==> src/rtl/data_bus_responder.sv <==
// Data-memory port responder: decodes core loads/stores into a synchronous RAM
// region and an MMIO page holding a timer/compare, control, status and LED register.
module data_bus_responder #(
  parameter int unsigned RAM_ADDR_W = 10,
  parameter logic [31:0] MMIO_BASE  = 32'hFFFF_FF00,
  parameter int unsigned LED_W      = 16
) (
  input  logic                  clk,
  input  logic                  rst,
  input  logic                  mem_ren,
  input  logic                  mem_wen,
  input  logic [31:0]           mem_addr,
  input  logic [31:0]           mem_wdata,
  output logic [31:0]           mem_rdata,
  output logic                  mem_stall,
  output logic                  ram_we,
  output logic [RAM_ADDR_W-1:0] ram_addr,
  output logic [31:0]           ram_din,
  input  logic [31:0]           ram_dout,
  output logic                  interrupter,
  output logic [LED_W-1:0]      led
);

  localparam logic [0:0] S_IDLE    = 1'b0;
  localparam logic [0:0] S_RD_WAIT = 1'b1;

  localparam logic [5:0] OFF_CNT    = 6'h00;
  localparam logic [5:0] OFF_CMP    = 6'h01;
  localparam logic [5:0] OFF_CTRL   = 6'h02;
  localparam logic [5:0] OFF_STATUS = 6'h03;
  localparam logic [5:0] OFF_LED    = 6'h04;

  logic [0:0]       r_state;
  logic [0:0]       w_state_nxt;
  logic [31:0]      r_cnt;
  logic [31:0]      r_cmp;
  logic             r_tmr_en;
  logic             r_irq_en;
  logic             r_auto_reload;
  logic             r_pending;
  logic [LED_W-1:0] r_led;

  logic       w_is_mmio;
  logic [5:0] w_off;
  logic       w_rd;
  logic       w_ram_rd;
  logic       w_mmio_wr;
  logic       w_match;
  logic       w_stall;
  logic       w_unused;

  assign w_is_mmio = (mem_addr[31:8] == MMIO_BASE[31:8]);
  assign w_off     = mem_addr[7:2];
  // A simultaneous read+write request is handled purely as a write.
  assign w_rd      = mem_ren & ~mem_wen;
  assign w_ram_rd  = w_rd & ~w_is_mmio;
  assign w_mmio_wr = mem_wen & w_is_mmio;
  assign w_match   = r_tmr_en & (r_cnt == r_cmp);
  assign w_unused  = &{1'b0, mem_addr[1:0]};

  assign ram_addr    = mem_addr[RAM_ADDR_W+1:2];
  assign ram_din     = mem_wdata;
  assign ram_we      = mem_wen & ~w_is_mmio;
  assign mem_stall   = w_stall;
  assign interrupter = r_pending & r_irq_en;
  assign led         = r_led;

  // Read-latency FSM state register.
  always_ff @(posedge clk) begin
    if (rst) r_state <= S_IDLE;
    else     r_state <= w_state_nxt;
  end

  // One stall cycle while the synchronous RAM produces read data.
  always_comb begin
    w_state_nxt = r_state;
    w_stall     = 1'b0;
    case (r_state)
      S_IDLE: begin
        if (w_ram_rd) begin
          w_stall     = 1'b1;
          w_state_nxt = S_RD_WAIT;
        end
      end
      S_RD_WAIT: w_state_nxt = S_IDLE;
      default:   w_state_nxt = S_IDLE;
    endcase
  end

  // Load data: RAM data in the wait cycle, MMIO mux for page reads, else 0.
  always_comb begin
    mem_rdata = 32'h0;
    if (r_state == S_RD_WAIT) begin
      mem_rdata = ram_dout;
    end else if (w_rd && w_is_mmio) begin
      case (w_off)
        OFF_CNT:    mem_rdata = r_cnt;
        OFF_CMP:    mem_rdata = r_cmp;
        OFF_CTRL:   mem_rdata = {29'h0, r_auto_reload, r_irq_en, r_tmr_en};
        OFF_STATUS: mem_rdata = {31'h0, r_pending};
        OFF_LED:    mem_rdata = 32'(r_led);
        default:    mem_rdata = 32'h0;
      endcase
    end
  end

  // Timer counter; a CPU write to CNT overrides the count update.
  always_ff @(posedge clk) begin
    if (rst) begin
      r_cnt <= 32'h0;
    end else if (w_mmio_wr && (w_off == OFF_CNT)) begin
      r_cnt <= mem_wdata;
    end else if (r_tmr_en) begin
      r_cnt <= (w_match && r_auto_reload) ? 32'h0 : r_cnt + 32'd1;
    end
  end

  // Pending flag: a new match takes priority over a software clear.
  always_ff @(posedge clk) begin
    if (rst) begin
      r_pending <= 1'b0;
    end else if (w_match) begin
      r_pending <= 1'b1;
    end else if (w_mmio_wr && (w_off == OFF_STATUS) && mem_wdata[0]) begin
      r_pending <= 1'b0;
    end
  end

  // Plain software-loaded MMIO registers.
  always_ff @(posedge clk) begin
    if (rst) begin
      r_cmp         <= 32'h0;
      r_tmr_en      <= 1'b0;
      r_irq_en      <= 1'b0;
      r_auto_reload <= 1'b0;
      r_led         <= '0;
    end else if (w_mmio_wr) begin
      case (w_off)
        OFF_CMP:  r_cmp <= mem_wdata;
        OFF_CTRL: begin
          r_tmr_en      <= mem_wdata[0];
          r_irq_en      <= mem_wdata[1];
          r_auto_reload <= mem_wdata[2];
        end
        OFF_LED:  r_led <= mem_wdata[LED_W-1:0];
        default:  ;
      endcase
    end
  end

endmodule

==> config.mk <==
export PLATFORM = sky130hd
export DESIGN_NAME = data_bus_responder
export DESIGN_NICKNAME = d
export VERILOG_FILES = /design/src/rtl/data_bus_responder.sv
export SDC_FILE = /design/constraint.sdc
export NUM_CORES = 1
export LEC_CHECK = 0
export CAP_MARGIN = 20
export CORE_ASPECT_RATIO = 1.5
export CORE_MARGIN = 2
export CORE_UTILIZATION = 35
export CTS_CLUSTER_SIZE = 25
export DETAILED_ROUTE_END_ITERATION = 16
export GPL_TIMING_DRIVEN = 0
export MAX_ROUTING_LAYER = met4
export PLACE_DENSITY = 0.73
export SLEW_MARGIN = 20
export SYNTH_ARGS = -nofsm -noshare
export SYNTH_HDL_FRONTEND = slang
export SYNTH_SLANG_ARGS = --single-unit
==> constraint.sdc <==
create_clock -name clk -period 2.1 [get_ports clk]
set_input_delay 0.315 -clock clk [delete_from_list [all_inputs] [get_ports clk]]
set_output_delay 0.315 -clock clk [all_outputs]
set_load 0.03 [all_outputs]
==> impl_metrics.prom, run 1 <==
# TYPE chip_impl_metric gauge
chip_impl_info{name="synth-main-ff-cell",value="sky130_fd_sc_hd__dfxtp_1"} 1
chip_impl_metric{name="track_usage",unit="%"} 26.4
chip_impl_metric{name="number_of_distinct_standard_cells_referenced_by_the_synthesized_netlist",unit=""} 47
chip_impl_metric{name="final-max-slew-violation-count",unit=""} 0
chip_impl_metric{name="antenna_found_initial",unit=""} 0
chip_impl_metric{name="achievable-frequency",unit="MHz"} 424
chip_impl_metric{name="syn_area",unit="µm²"} 5390
chip_impl_metric{name="dieArea",unit="µm²"} 16400
chip_impl_metric{name="setup_viol_count_final",unit=""} 58
chip_impl_info{name="min_path_type",value="primary input to flip-flop"} 1
chip_impl_info{name="mostFrequentLayoutCells",value="sky130_fd_sc_hd__clkdlybuf4s50_1, sky130_fd_sc_hd__nand2_1, sky130_fd_sc_hd__buf_4"} 1
chip_impl_metric{name="clock_latency_late_sink",unit="ns"} 0.35
chip_impl_metric{name="num_antenna_cells",unit=""} 0
chip_impl_metric{name="drc",unit=""} 0
chip_impl_metric{name="dr.pass1.iters",unit=""} 7
chip_impl_metric{name="fin_skew",unit="ns"} 0.00967
chip_impl_metric{name="routed-via-count",unit=""} 6296
chip_impl_metric{name="worst_slew_pin_slew",unit="ns"} 1.05
chip_impl_metric{name="whs",unit="ns"} 0.450
chip_impl_metric{name="synth.ff_latch_count",unit=""} 85
chip_impl_metric{name="clkSinkCount",unit=""} 85
chip_impl_info{name="final_common_cell",value="sky130_fd_sc_hd__clkdlybuf4s50_1"} 1
chip_impl_metric{name="ios",unit=""} 193
chip_impl_metric{name="tritoncts.num_buffers",unit=""} 9
chip_impl_info{name="clock_root_buffer_master",value="sky130_fd_sc_hd__clkbuf_16"} 1
chip_impl_metric{name="drv_cap",unit=""} 0
chip_impl_metric{name="detail_route.iter0.violations",unit=""} 618
chip_impl_metric{name="final_cell_area",unit="µm²"} 9350
chip_impl_metric{name="numPortBuffers",unit=""} 189
chip_impl_metric{name="clockBufferDepth",unit=""} 2
chip_impl_metric{name="irDropWorstVdd",unit="µV"} 316
chip_impl_metric{name="via_count_of_the_first_global_routing_pass",unit=""} 5990
chip_impl_metric{name="layout_min_cycle_time",unit="ns"} 2.36
chip_impl_metric{name="syn_nets",unit=""} 787
chip_impl_metric{name="path_clk_slew",unit="ns"} 0.07
chip_impl_metric{name="max_slew_margin",unit="%"} 30.1
chip_impl_info{name="worstSetupStartpoint",value="r_state"} 1
chip_impl_info{name="startpoint_type",value="flip-flop"} 1
chip_impl_metric{name="postLayoutSetupSlackWorst",unit="ns"} -0.256
chip_impl_metric{name="arrival",unit="ns"} 2.04
chip_impl_metric{name="r2r_slack",unit="ns"} -0.23
chip_impl_metric{name="filler_cell_count",unit=""} 1203
chip_impl_metric{name="ctsHtreeMaxLevel",unit=""} 3
chip_impl_metric{name="fraction_of_final_layout_cells_sized_beyond_drive_strength_1",unit="%"} 34.8
chip_impl_metric{name="gpl.final_weighted_congestion",unit=""} 0.998
chip_impl_metric{name="pin_count_of_the_biggest_net_entering_global_routing",unit=""} 15
chip_impl_metric{name="placed_cell_area",unit="µm²"} 7900
chip_impl_metric{name="antenna_left",unit=""} 0
chip_impl_info{name="crit_type",value="flip-flop to primary output"} 1
chip_impl_metric{name="p_leak",unit="nW"} 3.80
chip_impl_metric{name="die_y",unit="µm"} 156
chip_impl_metric{name="routed_wirelength",unit="µm"} 22100
chip_impl_info{name="tritoncts",value="yes"} 1
chip_impl_metric{name="syn-mean-instance-area",unit="µm²"} 7.86
chip_impl_metric{name="setup_tns_final",unit="ns"} -10.71
chip_impl_info{name="min-delay-start",value="rst"} 1
chip_impl_metric{name="edff_count_synth",unit=""} 0
chip_impl_metric{name="place.detailed.hpwl",unit="µm"} 15000
chip_impl_metric{name="pwr_density_cell",unit="nW/µm²"} 414
chip_impl_metric{name="synth_cells",unit=""} 686
chip_impl_metric{name="route.detailed.wl_per_inst",unit="µm"} 19.6
chip_impl_metric{name="fp.dieW",unit="µm"} 105
chip_impl_info{name="run_status",value="complete, but fails checks"} 1
chip_impl_metric{name="grt.overflow.total",unit=""} 0
chip_impl_metric{name="dp_slack",unit="ns"} -1.58
chip_impl_metric{name="cp.required",unit="ns"} 1.78
chip_impl_metric{name="grt_first_pass_wirelength",unit="µm"} 32900
chip_impl_metric{name="fin_util",unit="%"} 62.0
chip_impl_info{name="unrepaired_setup_endpoints_after_global_routing",value="yes"} 1
chip_impl_metric{name="synth-warning-count",unit=""} 0
chip_impl_metric{name="synth_async_sr_flop_share",unit="%"} 0
chip_impl_metric{name="synth_sequential_area_ratio",unit="%"} 31.5
chip_impl_info{name="type_of_element_capturing_the_critical_path",value="primary output"} 1
chip_impl_metric{name="placementRows",unit=""} 55
chip_impl_info{name="violated_checks",value="negative setup slack"} 1
chip_impl_metric{name="nets",unit=""} 1020
chip_impl_metric{name="initial_utilization",unit="%"} 35.8
chip_impl_metric{name="final-hold-violation-count",unit=""} 0
chip_impl_metric{name="core",unit="µm²"} 15100
chip_impl_info{name="critical_path.reg2reg.startpoint",value="r_cnt[6]"} 1
chip_impl_metric{name="post-route-period-util",unit="%"} 112
chip_impl_metric{name="viasPerCell",unit=""} 5.61
chip_impl_metric{name="post_cts_hold_buffers",unit=""} 0
chip_impl_metric{name="crit_path_max_fanout",unit=""} 8
chip_impl_metric{name="areaGrowthSynthToFinish",unit="%"} 73.3
where the power goes:
group	internal [mW]	leakage, nW	total [mW]	switching (mW)
combinational	0.326	2.95	0.633	0.306
clock	0.957	0.146	1.64	0.688
sequential	1.60	0.704	1.60	0.000403
total	2.88	3.80	3.87	0.995
per-stage QoR:
stage | power, mW | instances
after floorplan | 1.91 | 686
after global placement | 2.27 | 1074
after detailed placement | 2.27 | 1074
after CTS | 3.88 | 1117
after global routing | 3.96 | 1123
final | 3.87 | 1123
Yosys cell counts (10+ instances only):
cell | instances | area [µm²]
sky130_fd_sc_hd__a22oi_1 | 17 | 128
sky130_fd_sc_hd__mux2i_1 | 35 | 350
sky130_fd_sc_hd__nand4_1 | 18 | 113
sky130_fd_sc_hd__clkbuf_1 | 37 | 139
sky130_fd_sc_hd__a222oi_1 | 15 | 150
sky130_fd_sc_hd__and3_1 | 16 | 100
sky130_fd_sc_hd__buf_4 | 45 | 338
sky130_fd_sc_hd__nand2_1 | 89 | 334
sky130_fd_sc_hd__xor2_1 | 31 | 272
sky130_fd_sc_hd__xnor2_1 | 17 | 149
sky130_fd_sc_hd__nand3_1 | 16 | 80.1
sky130_fd_sc_hd__nor3_1 | 25 | 125
sky130_fd_sc_hd__a221oi_2 | 13 | 195
sky130_fd_sc_hd__dfxtp_1 | 85 | 1700
sky130_fd_sc_hd__a21oi_1 | 29 | 145
sky130_fd_sc_hd__nor2_1 | 76 | 285
sky130_fd_sc_hd__inv_1 | 10 | 37.5
sky130_fd_sc_hd__o21ai_0 | 37 | 185
cells by family (layout without fill, tap and decap cells):
family / count (synthesis) / after routing / synth area share (%)
flip-flops: 85 / 85 / 31.5
XOR/XNOR: 48 / 48 / 7.79
multiplexers: 36 / 36 / 6.70
adder cells (fa/ha/maj): 1 / 1 / 0.232
buffers and inverters: 103 / 341 / 10.7
AND/OR/NAND/NOR: 274 / 274 / 24.0
AO/OA/AOI/OAI: 139 / 139 / 19.1
worst max-delay path, cell delays in order (launching register included):
cell and delay, ns:
sky130_fd_sc_hd__dfxtp_4 0.34, sky130_fd_sc_hd__or3b_4 0.37, sky130_fd_sc_hd__or3_4 0.46, sky130_fd_sc_hd__clkbuf_16 0.22, sky130_fd_sc_hd__o21ai_4 0.15, sky130_fd_sc_hd__buf_6 0.14
flip-flops by register name (all words and copies together) (netlist names):
name           flops
r_irq_en           1
r_pending          1
led               16
r_auto_reload      1
r_tmr_en           1
r_cmp             32
r_cnt             32
r_state            1
routing by layer:
layer  share of wire (%)  track usage, %  up-vias
met5                   0               -        -
met4                 5.0            13.0        0
met3                 7.3            4.34       97
met2                  51            46.5      373
met1                  37            28.5     2946
li1                    -               -     2880
timing repair:
action	CTS	global route
gates resized for setup	386	119
pin swaps	46	51
endpoints found under the setup margin	106	105
buffers inserted	30	10
cloned	6	0
area by class of cell:
type / instances / area [µm²] / share of cell area, %
buffer: 82 / 667 / 7.13
clock buffer: 11 / 243 / 2.60
clock inverter: 5 / 60.1 / 0.642
inverter: 10 / 37.5 / 0.401
multi-input combinational: 498 / 4010 / 42.9
sequential: 85 / 1770 / 18.9
tap: 199 / 249 / 2.66
timing repair buffer: 233 / 2310 / 24.7
path summary, 6_finish.rpt:
kind                         to  cells past startpoint
setup reg to reg      r_cnt[16]                     10
setup / recovery  mem_rdata[10]                      5
hold / removal        r_cnt[28]                      4
hold reg to reg         led[11]                      2
Note: power is estimated with default switching activity, not from simulation.
==> run 2, diff against run 1 <==
REMOVE_ABC_BUFFERS = 1   (was not set)
==> run 2 against run 1 <==
Against the previous run:
- the run still ends with negative setup slack left
- clock-buffer cell count is 1 higher
- via count decreased by 5.7%
- die area unchanged
- clock power decreased by 9.8%
- clock skew fell by 0.0027 ns
- register-to-register slack better by 0.11 ns
- worst hold slack lost 0.082 ns
- setup slack improved by 0.074 ns
- combinational power fell by 13%
- power shrank 6.3%
- largest cell class unchanged
- largest power group is now sequential cells
- highest routed layer unchanged
==> impl_metrics.prom, run 2 (same netlist as run 1, synthesis figures left out) <==
# TYPE chip_impl_metric gauge
chip_impl_metric{name="grtUsageMet2",unit="%"} 43.5
chip_impl_metric{name="track_usage",unit="%"} 24.5
chip_impl_metric{name="setup_tns_final",unit="ns"} -5.83
chip_impl_info{name="type_of_element_capturing_the_critical_path",value="primary output"} 1
chip_impl_metric{name="clkSinkCount",unit=""} 85
chip_impl_metric{name="antenna_found_initial",unit=""} 0
chip_impl_metric{name="ctsHtreeMaxLevel",unit=""} 3
chip_impl_info{name="violated_checks",value="negative setup slack"} 1
chip_impl_metric{name="placed_cell_area",unit="µm²"} 7130
chip_impl_metric{name="cell_internal_pwr",unit="mW"} 2.72
chip_impl_metric{name="filler_cell_count",unit=""} 1304
chip_impl_metric{name="worst_slew_pin_slew",unit="ns"} 0.811
chip_impl_metric{name="crit_path_max_fanout",unit=""} 8
chip_impl_metric{name="irDropWorstVdd",unit="µV"} 328
chip_impl_metric{name="net-switching-power",unit="mW"} 0.913
chip_impl_metric{name="num_antenna_cells",unit=""} 0
chip_impl_metric{name="dr.pass1.iters",unit=""} 6
chip_impl_metric{name="initial_utilization",unit="%"} 35.8
chip_impl_metric{name="achievable-frequency",unit="MHz"} 438
chip_impl_metric{name="final_cell_area",unit="µm²"} 8410
chip_impl_metric{name="route.detailed.wl_per_inst",unit="µm"} 19.4
chip_impl_info{name="startpoint_type",value="flip-flop"} 1
chip_impl_metric{name="areaGrowthSynthToFinish",unit="%"} 55.9
chip_impl_metric{name="ios",unit=""} 193
chip_impl_info{name="critical_path.cell_chain",value="or3b_4 > or3_4 > o21ai_2 > buf_6"} 1
chip_impl_metric{name="drc",unit=""} 0
chip_impl_metric{name="pwr_density_cell",unit="nW/µm²"} 432
chip_impl_info{name="final_common_cell",value="sky130_fd_sc_hd__clkdlybuf4s50_1"} 1
chip_impl_info{name="grt_most_used_layer",value="met2"} 1
chip_impl_metric{name="tritoncts.num_buffers",unit=""} 9
chip_impl_metric{name="power.share.switching",unit="%"} 25.2
chip_impl_metric{name="numPortBuffers",unit=""} 190
chip_impl_metric{name="routed_wirelength",unit="µm"} 20600
chip_impl_info{name="crit_type",value="flip-flop to primary output"} 1
chip_impl_metric{name="core",unit="µm²"} 15100
chip_impl_metric{name="grt.overflow.total",unit=""} 0
chip_impl_metric{name="grtUsageMet1",unit="%"} 27.6
chip_impl_metric{name="pin_count_of_the_biggest_net_entering_global_routing",unit=""} 60
chip_impl_metric{name="layout_min_cycle_time",unit="ns"} 2.28
chip_impl_metric{name="clock_latency_late_sink",unit="ns"} 0.35
chip_impl_metric{name="max_slew_margin",unit="%"} 45.7
chip_impl_metric{name="drv_cap",unit=""} 0
chip_impl_metric{name="place.detailed.hpwl",unit="µm"} 12200
chip_impl_metric{name="final-max-slew-violation-count",unit=""} 0
chip_impl_metric{name="power.combinational.fraction",unit="%"} 15.1
chip_impl_metric{name="use_met3",unit="%"} 3.13
chip_impl_metric{name="arrival",unit="ns"} 1.97
chip_impl_metric{name="post-route-period-util",unit="%"} 109
chip_impl_info{name="run_status",value="complete, but fails checks"} 1
chip_impl_metric{name="antenna_left",unit=""} 0
chip_impl_info{name="unrepaired_setup_endpoints_after_global_routing",value="yes"} 1
chip_impl_metric{name="setup_viol_count_final",unit=""} 52
chip_impl_info{name="tritoncts",value="yes"} 1
chip_impl_metric{name="dp_slack",unit="ns"} -1.96
chip_impl_metric{name="timing.critical_path.slowest_cell_delay",unit="ns"} 0.53
chip_impl_metric{name="final-hold-violation-count",unit=""} 0
chip_impl_metric{name="routed-via-count",unit=""} 5940
chip_impl_metric{name="placementRows",unit=""} 55
chip_impl_metric{name="fraction_of_final_layout_cells_sized_beyond_drive_strength_1",unit="%"} 31.4
chip_impl_metric{name="final_cells",unit=""} 1057
chip_impl_metric{name="seqPwrFrac",unit="%"} 44.1
chip_impl_metric{name="dieArea",unit="µm²"} 16400
chip_impl_metric{name="via_count_of_the_first_global_routing_pass",unit=""} 5658
chip_impl_metric{name="clockBufferDepth",unit=""} 2
chip_impl_info{name="min_path_type",value="primary input to flip-flop"} 1
chip_impl_metric{name="fin_skew",unit="ns"} 0.00701
chip_impl_metric{name="postLayoutSetupSlackWorst",unit="ns"} -0.182
chip_impl_metric{name="detail_route.iter0.violations",unit=""} 659
chip_impl_metric{name="place.detailed.instances",unit=""} 990
chip_impl_info{name="clock_root_buffer_master",value="sky130_fd_sc_hd__clkbuf_16"} 1
chip_impl_metric{name="viasPerCell",unit=""} 5.62
chip_impl_metric{name="nets",unit=""} 956
chip_impl_metric{name="fp.dieW",unit="µm"} 105
chip_impl_metric{name="gpl.final_weighted_congestion",unit=""} 0.886
chip_impl_info{name="mostFrequentLayoutCells",value="sky130_fd_sc_hd__clkdlybuf4s50_1, sky130_fd_sc_hd__nand2_1, sky130_fd_sc_hd__nor2_1"} 1
chip_impl_metric{name="die_y",unit="µm"} 156
chip_impl_metric{name="path_clk_slew",unit="ns"} 0.06
chip_impl_metric{name="cp.required",unit="ns"} 1.78
chip_impl_info{name="critical_path.slowest_cell",value="sky130_fd_sc_hd__or3_4"} 1
chip_impl_metric{name="grt_first_pass_wirelength",unit="µm"} 30700
chip_impl_metric{name="p_leak",unit="nW"} 3.41
chip_impl_metric{name="fin_util",unit="%"} 55.8
chip_impl_metric{name="clock_power_share",unit="%"} 40.7
==> run 2: cell types whose count changed in the layout (fill, tap and decap cells not counted), sizes merged <==
cell,before,now
clkdlybuf4s15,0,1
clkbuf,53,18
and2,4,5
dlymetal6s2s,4,0
bufbuf,0,1
bufinv,1,0
nor2,77,80
inv,10,9
clkinvlp,1,2
buf,134,100
or3,1,4
clkinv,3,2
==> run 2: worst paths after layout <==
path | depth (start not counted) | slack [ns] | end | start
setup / recovery | 4 | -0.18 | mem_rdata[30] | r_state
hold reg to reg | 2 | 0.47 | led[7] | led[7]
hold / removal | 2 | 0.37 | r_cmp[26] | rst
setup reg to reg | 8 | -0.12 | r_cnt[12] | r_cnt[0]
==> run 2: routing by layer <==
layer / wire [µm] / vias up / share of wire [%]
met2: 10900 / 287 / 53
li1: - / 2762 / -
met3: 1430 / 62 / 6.9
met5: 0 / - / 0
met4: 694 / 0 / 3.4
met1: 7550 / 2829 / 37
==> run 2: timing repair <==
item | CTS | global route
setup buffers | 32 | 12
pin swaps | 70 | 59
cloned | 9 | 0
hold buffers | 0 | 0
endpoints found under the setup margin | 115 | 80
gates resized for setup | 426 | 114
==> run 2: final cells by class <==
cell class	instances	area (µm²)	area share, %
Multi-Input combinational cell	505	3750	44.6
Timing Repair Buffer	243	2340	27.8
Sequential cell	85	1760	20.9
Clock buffer	12	256	3.05
Tap cell	199	249	2.96
Inverter	10	41.3	0.491
Clock inverter	2	10.0	0.119
Timing Repair inverter	1	5.00	0.0595
==> run 2: critical path, delay by kind of cell (launching register included) <==
| kind | cells | cell delay, ns |
|---|---|---|
| AND/OR/NAND/NOR | 2 | 0.95 |
| flip-flops | 1 | 0.34 |
| AO/OA/AOI/OAI | 1 | 0.19 |
| buffers and inverters | 1 | 0.15 |
==> run 2: power by group through the flow <==
stage | Sequential [mW] | Clock, mW | Combinational, mW
4_1_cts | 1.61 | 1.49 | 0.542
3_5_place_dp | 1.66 | 0 | 0.524
5_1_grt | 1.60 | 1.56 | 0.577
2_1_floorplan | 1.65 | 0 | 0.0649
6_report | 1.60 | 1.48 | 0.549
3_3_place_gp | 1.66 | 0 | 0.515
==> run 2: through the flow <==
stage                     hold WS (ns)  total power, mW
after CTS                        0.351             3.64
after detailed placement         0.462             2.18
final                            0.367             3.63
after global routing             0.377             3.74
after floorplan                  0.384             1.72
after global placement           0.458             2.17
==> run 3, diff against run 2 <==
CORE_MARGIN = 3   (was 2)
==> run 3 against run 2 <==
Against the previous run:
- the run still ends with negative setup slack left
- register-to-register slack got worse by 0.04 ns
- combinational power increased by 3%
- clock power increased by 9%
- worst hold slack improved by 0.013 ns
- via count decreased by 0.25%
- final cell count increased by 0.57%
- clock skew increased by 0.0019 ns
- first-iteration DRC count decreased by 17%
- sequential share of layout area decreased by 0.50 points
- setup slack got worse by 0.025 ns
- largest cell class unchanged
- highest routed layer unchanged
==> impl_metrics.prom, run 3 (same netlist as run 1, synthesis figures left out) <==
# TYPE chip_impl_metric gauge
chip_impl_metric{name="core",unit="µm²"} 15100
chip_impl_metric{name="die_y",unit="µm"} 158
chip_impl_metric{name="drc",unit=""} 0
chip_impl_metric{name="power.total",unit="mW"} 3.78
chip_impl_metric{name="pin_count_of_the_biggest_net_entering_global_routing",unit=""} 55
chip_impl_metric{name="antenna_left",unit=""} 0
chip_impl_metric{name="grt_first_pass_wirelength",unit="µm"} 30600
chip_impl_metric{name="achievable-frequency",unit="MHz"} 433
chip_impl_metric{name="path_clk_slew",unit="ns"} 0.06
chip_impl_metric{name="grt.overflow.total",unit=""} 0
chip_impl_metric{name="fp.dieW",unit="µm"} 107
chip_impl_metric{name="dieArea",unit="µm²"} 17000
chip_impl_metric{name="cp.required",unit="ns"} 1.78
chip_impl_metric{name="detail_route.iter0.violations",unit=""} 545
chip_impl_metric{name="clockBufferDepth",unit=""} 2
chip_impl_metric{name="ctsHtreeMaxLevel",unit=""} 3
chip_impl_metric{name="numPortBuffers",unit=""} 190
chip_impl_metric{name="nets",unit=""} 960
chip_impl_info{name="startpoint_type",value="flip-flop"} 1
chip_impl_metric{name="track_usage",unit="%"} 23.8
chip_impl_metric{name="final-hold-violation-count",unit=""} 0
chip_impl_info{name="mostFrequentLayoutCells",value="sky130_fd_sc_hd__clkdlybuf4s50_1, sky130_fd_sc_hd__nand2_1, sky130_fd_sc_hd__nor2_1"} 1
chip_impl_metric{name="fin_skew",unit="ns"} 0.00895
chip_impl_metric{name="tritoncts.num_buffers",unit=""} 9
chip_impl_info{name="crit_type",value="flip-flop to primary output"} 1
chip_impl_metric{name="irDropWorstVdd",unit="µV"} 419
chip_impl_metric{name="initial_utilization",unit="%"} 35.8
chip_impl_metric{name="routed-via-count",unit=""} 5925
chip_impl_metric{name="ios",unit=""} 193
chip_impl_metric{name="dr.pass1.iters",unit=""} 7
chip_impl_info{name="type_of_element_capturing_the_critical_path",value="primary output"} 1
chip_impl_metric{name="fraction_of_final_layout_cells_sized_beyond_drive_strength_1",unit="%"} 30.2
chip_impl_metric{name="antenna_found_initial",unit=""} 0
chip_impl_metric{name="via_count_of_the_first_global_routing_pass",unit=""} 5587
chip_impl_metric{name="route.detailed.wl_per_inst",unit="µm"} 19.6
chip_impl_info{name="run_status",value="complete, but fails checks"} 1
chip_impl_metric{name="clkSinkCount",unit=""} 85
chip_impl_metric{name="num_antenna_cells",unit=""} 0
chip_impl_metric{name="arrival",unit="ns"} 1.99
chip_impl_info{name="violated_checks",value="negative setup slack"} 1
chip_impl_metric{name="crit_path_max_fanout",unit=""} 8
chip_impl_metric{name="final-max-slew-violation-count",unit=""} 0
chip_impl_info{name="unrepaired_setup_endpoints_after_global_routing",value="yes"} 1
chip_impl_info{name="tritoncts",value="yes"} 1
chip_impl_metric{name="p_leak",unit="nW"} 3.46
chip_impl_metric{name="layout_min_cycle_time",unit="ns"} 2.31
chip_impl_metric{name="clock_latency_late_sink",unit="ns"} 0.35
chip_impl_metric{name="place.detailed.hpwl",unit="µm"} 12600
chip_impl_metric{name="postLayoutSetupSlackWorst",unit="ns"} -0.207
chip_impl_metric{name="filler_cell_count",unit=""} 1246
chip_impl_metric{name="post-route-period-util",unit="%"} 110
chip_impl_metric{name="areaGrowthSynthToFinish",unit="%"} 59.0
chip_impl_metric{name="dp_slack",unit="ns"} -1.93
chip_impl_metric{name="seq_area",unit="µm²"} 1750
chip_impl_metric{name="pwr_density_cell",unit="nW/µm²"} 441
chip_impl_metric{name="drv_cap",unit=""} 0
chip_impl_info{name="min_path_type",value="primary input to flip-flop"} 1
chip_impl_metric{name="routed_wirelength",unit="µm"} 20800
chip_impl_info{name="final_common_cell",value="sky130_fd_sc_hd__clkdlybuf4s50_1"} 1
chip_impl_metric{name="placementRows",unit=""} 55
chip_impl_metric{name="setup_viol_count_final",unit=""} 62
chip_impl_metric{name="worst_slew_pin_slew",unit="ns"} 0.816
chip_impl_info{name="clock_root_buffer_master",value="sky130_fd_sc_hd__clkbuf_16"} 1
chip_impl_metric{name="multiInputGateArea",unit="µm²"} 3750
chip_impl_metric{name="max_slew_margin",unit="%"} 45.3
chip_impl_metric{name="viasPerCell",unit=""} 5.57
chip_impl_metric{name="gpl.final_weighted_congestion",unit=""} 0.848
[run 3: changes by cell type in the layout (fill, tap and decap cells not counted), moves of 3 or more]
cell | previous run | this run
sky130_fd_sc_hd__buf_6 | 40 | 43
sky130_fd_sc_hd__o22ai_2 | 2 | 5
sky130_fd_sc_hd__dfxtp_1 | 60 | 64
sky130_fd_sc_hd__buf_12 | 1 | 8
sky130_fd_sc_hd__o22ai_1 | 3 | 0
sky130_fd_sc_hd__o21ai_2 | 33 | 24
sky130_fd_sc_hd__o21ai_4 | 2 | 10
sky130_fd_sc_hd__clkbuf_2 | 6 | 1
sky130_fd_sc_hd__buf_2 | 15 | 12
sky130_fd_sc_hd__dfxtp_2 | 16 | 13
sky130_fd_sc_hd__clkdlybuf4s15_1 | 0 | 4
[run 3: final cells by class]
cell class | count | area share [%]
timing repair inverter | 1 | 0.0584
clock buffer | 12 | 2.87
inverter | 10 | 0.481
sequential | 85 | 20.4
tap | 199 | 2.90
multi-input combinational | 504 | 43.8
clock inverter | 4 | 0.554
timing repair buffer | 248 | 29.0
[run 3: repair_timing]
item	4_1_cts	5_1_grt
cloned	8	0
gates resized for setup	450	85
pin swaps	74	31
hold buffers	0	0
buffers inserted	37	12
setup endpoints to repair	115	82
[run 3: path summary, 6_finish.rpt]
| path | startpoint | endpoint | slack, ns | depth (start not counted) |
|---|---|---|---|---|
| setup / recovery | r_state | mem_rdata[30] | -0.21 | 4 |
| hold / removal | rst | r_cmp[31] | 0.38 | 2 |
| setup reg to reg | r_cnt[0] | r_cnt[14] | -0.16 | 9 |
| hold reg to reg | led[7] | led[7] | 0.47 | 2 |
[run 3: per-layer routing]
layer / up-vias / part of all wire, % / GRT usage [%]
li1: 2765 / - / -
met1: 2799 / 37 / 26.3
met2: 286 / 51 / 41.7
met3: 75 / 6.3 / 4.00
met4: 0 / 5.2 / 11.2
met5: - / 0 / -
[run 3: through the flow]
| step | hold slack [ns] | instance area (µm²) | utilization [%] | TNS (ns) | std cells |
|---|---|---|---|---|---|
| detailed placement | 0.461 | 7120 | 47.3 | -129.31 | 990 |
| floorplan | 0.384 | 4860 | - | -190.36 | 593 |
| CTS | 0.366 | 8130 | 53.9 | -6.18 | 1051 |
| finish | 0.380 | 8580 | 56.9 | -8.06 | 1063 |
| global placement | 0.458 | 7010 | 46.5 | -502.81 | 982 |
| global route | 0.386 | 8580 | 56.9 | -12.42 | 1063 |
[run 3: critical path: stages, from the launching register on]
cell and delay [ns]:
sky130_fd_sc_hd__dfxtp_4 0.34, sky130_fd_sc_hd__or3b_4 0.42, sky130_fd_sc_hd__or3_4 0.54, sky130_fd_sc_hd__o21ai_1 0.16, sky130_fd_sc_hd__buf_4 0.17
[run 3: report_power, final]
part	switching (mW)	leakage, nW	internal [mW]
sequential	0.000568	0.697	1.60
clock	0.666	0.143	0.951
combinational	0.289	2.62	0.274
total	0.956	3.46	2.83
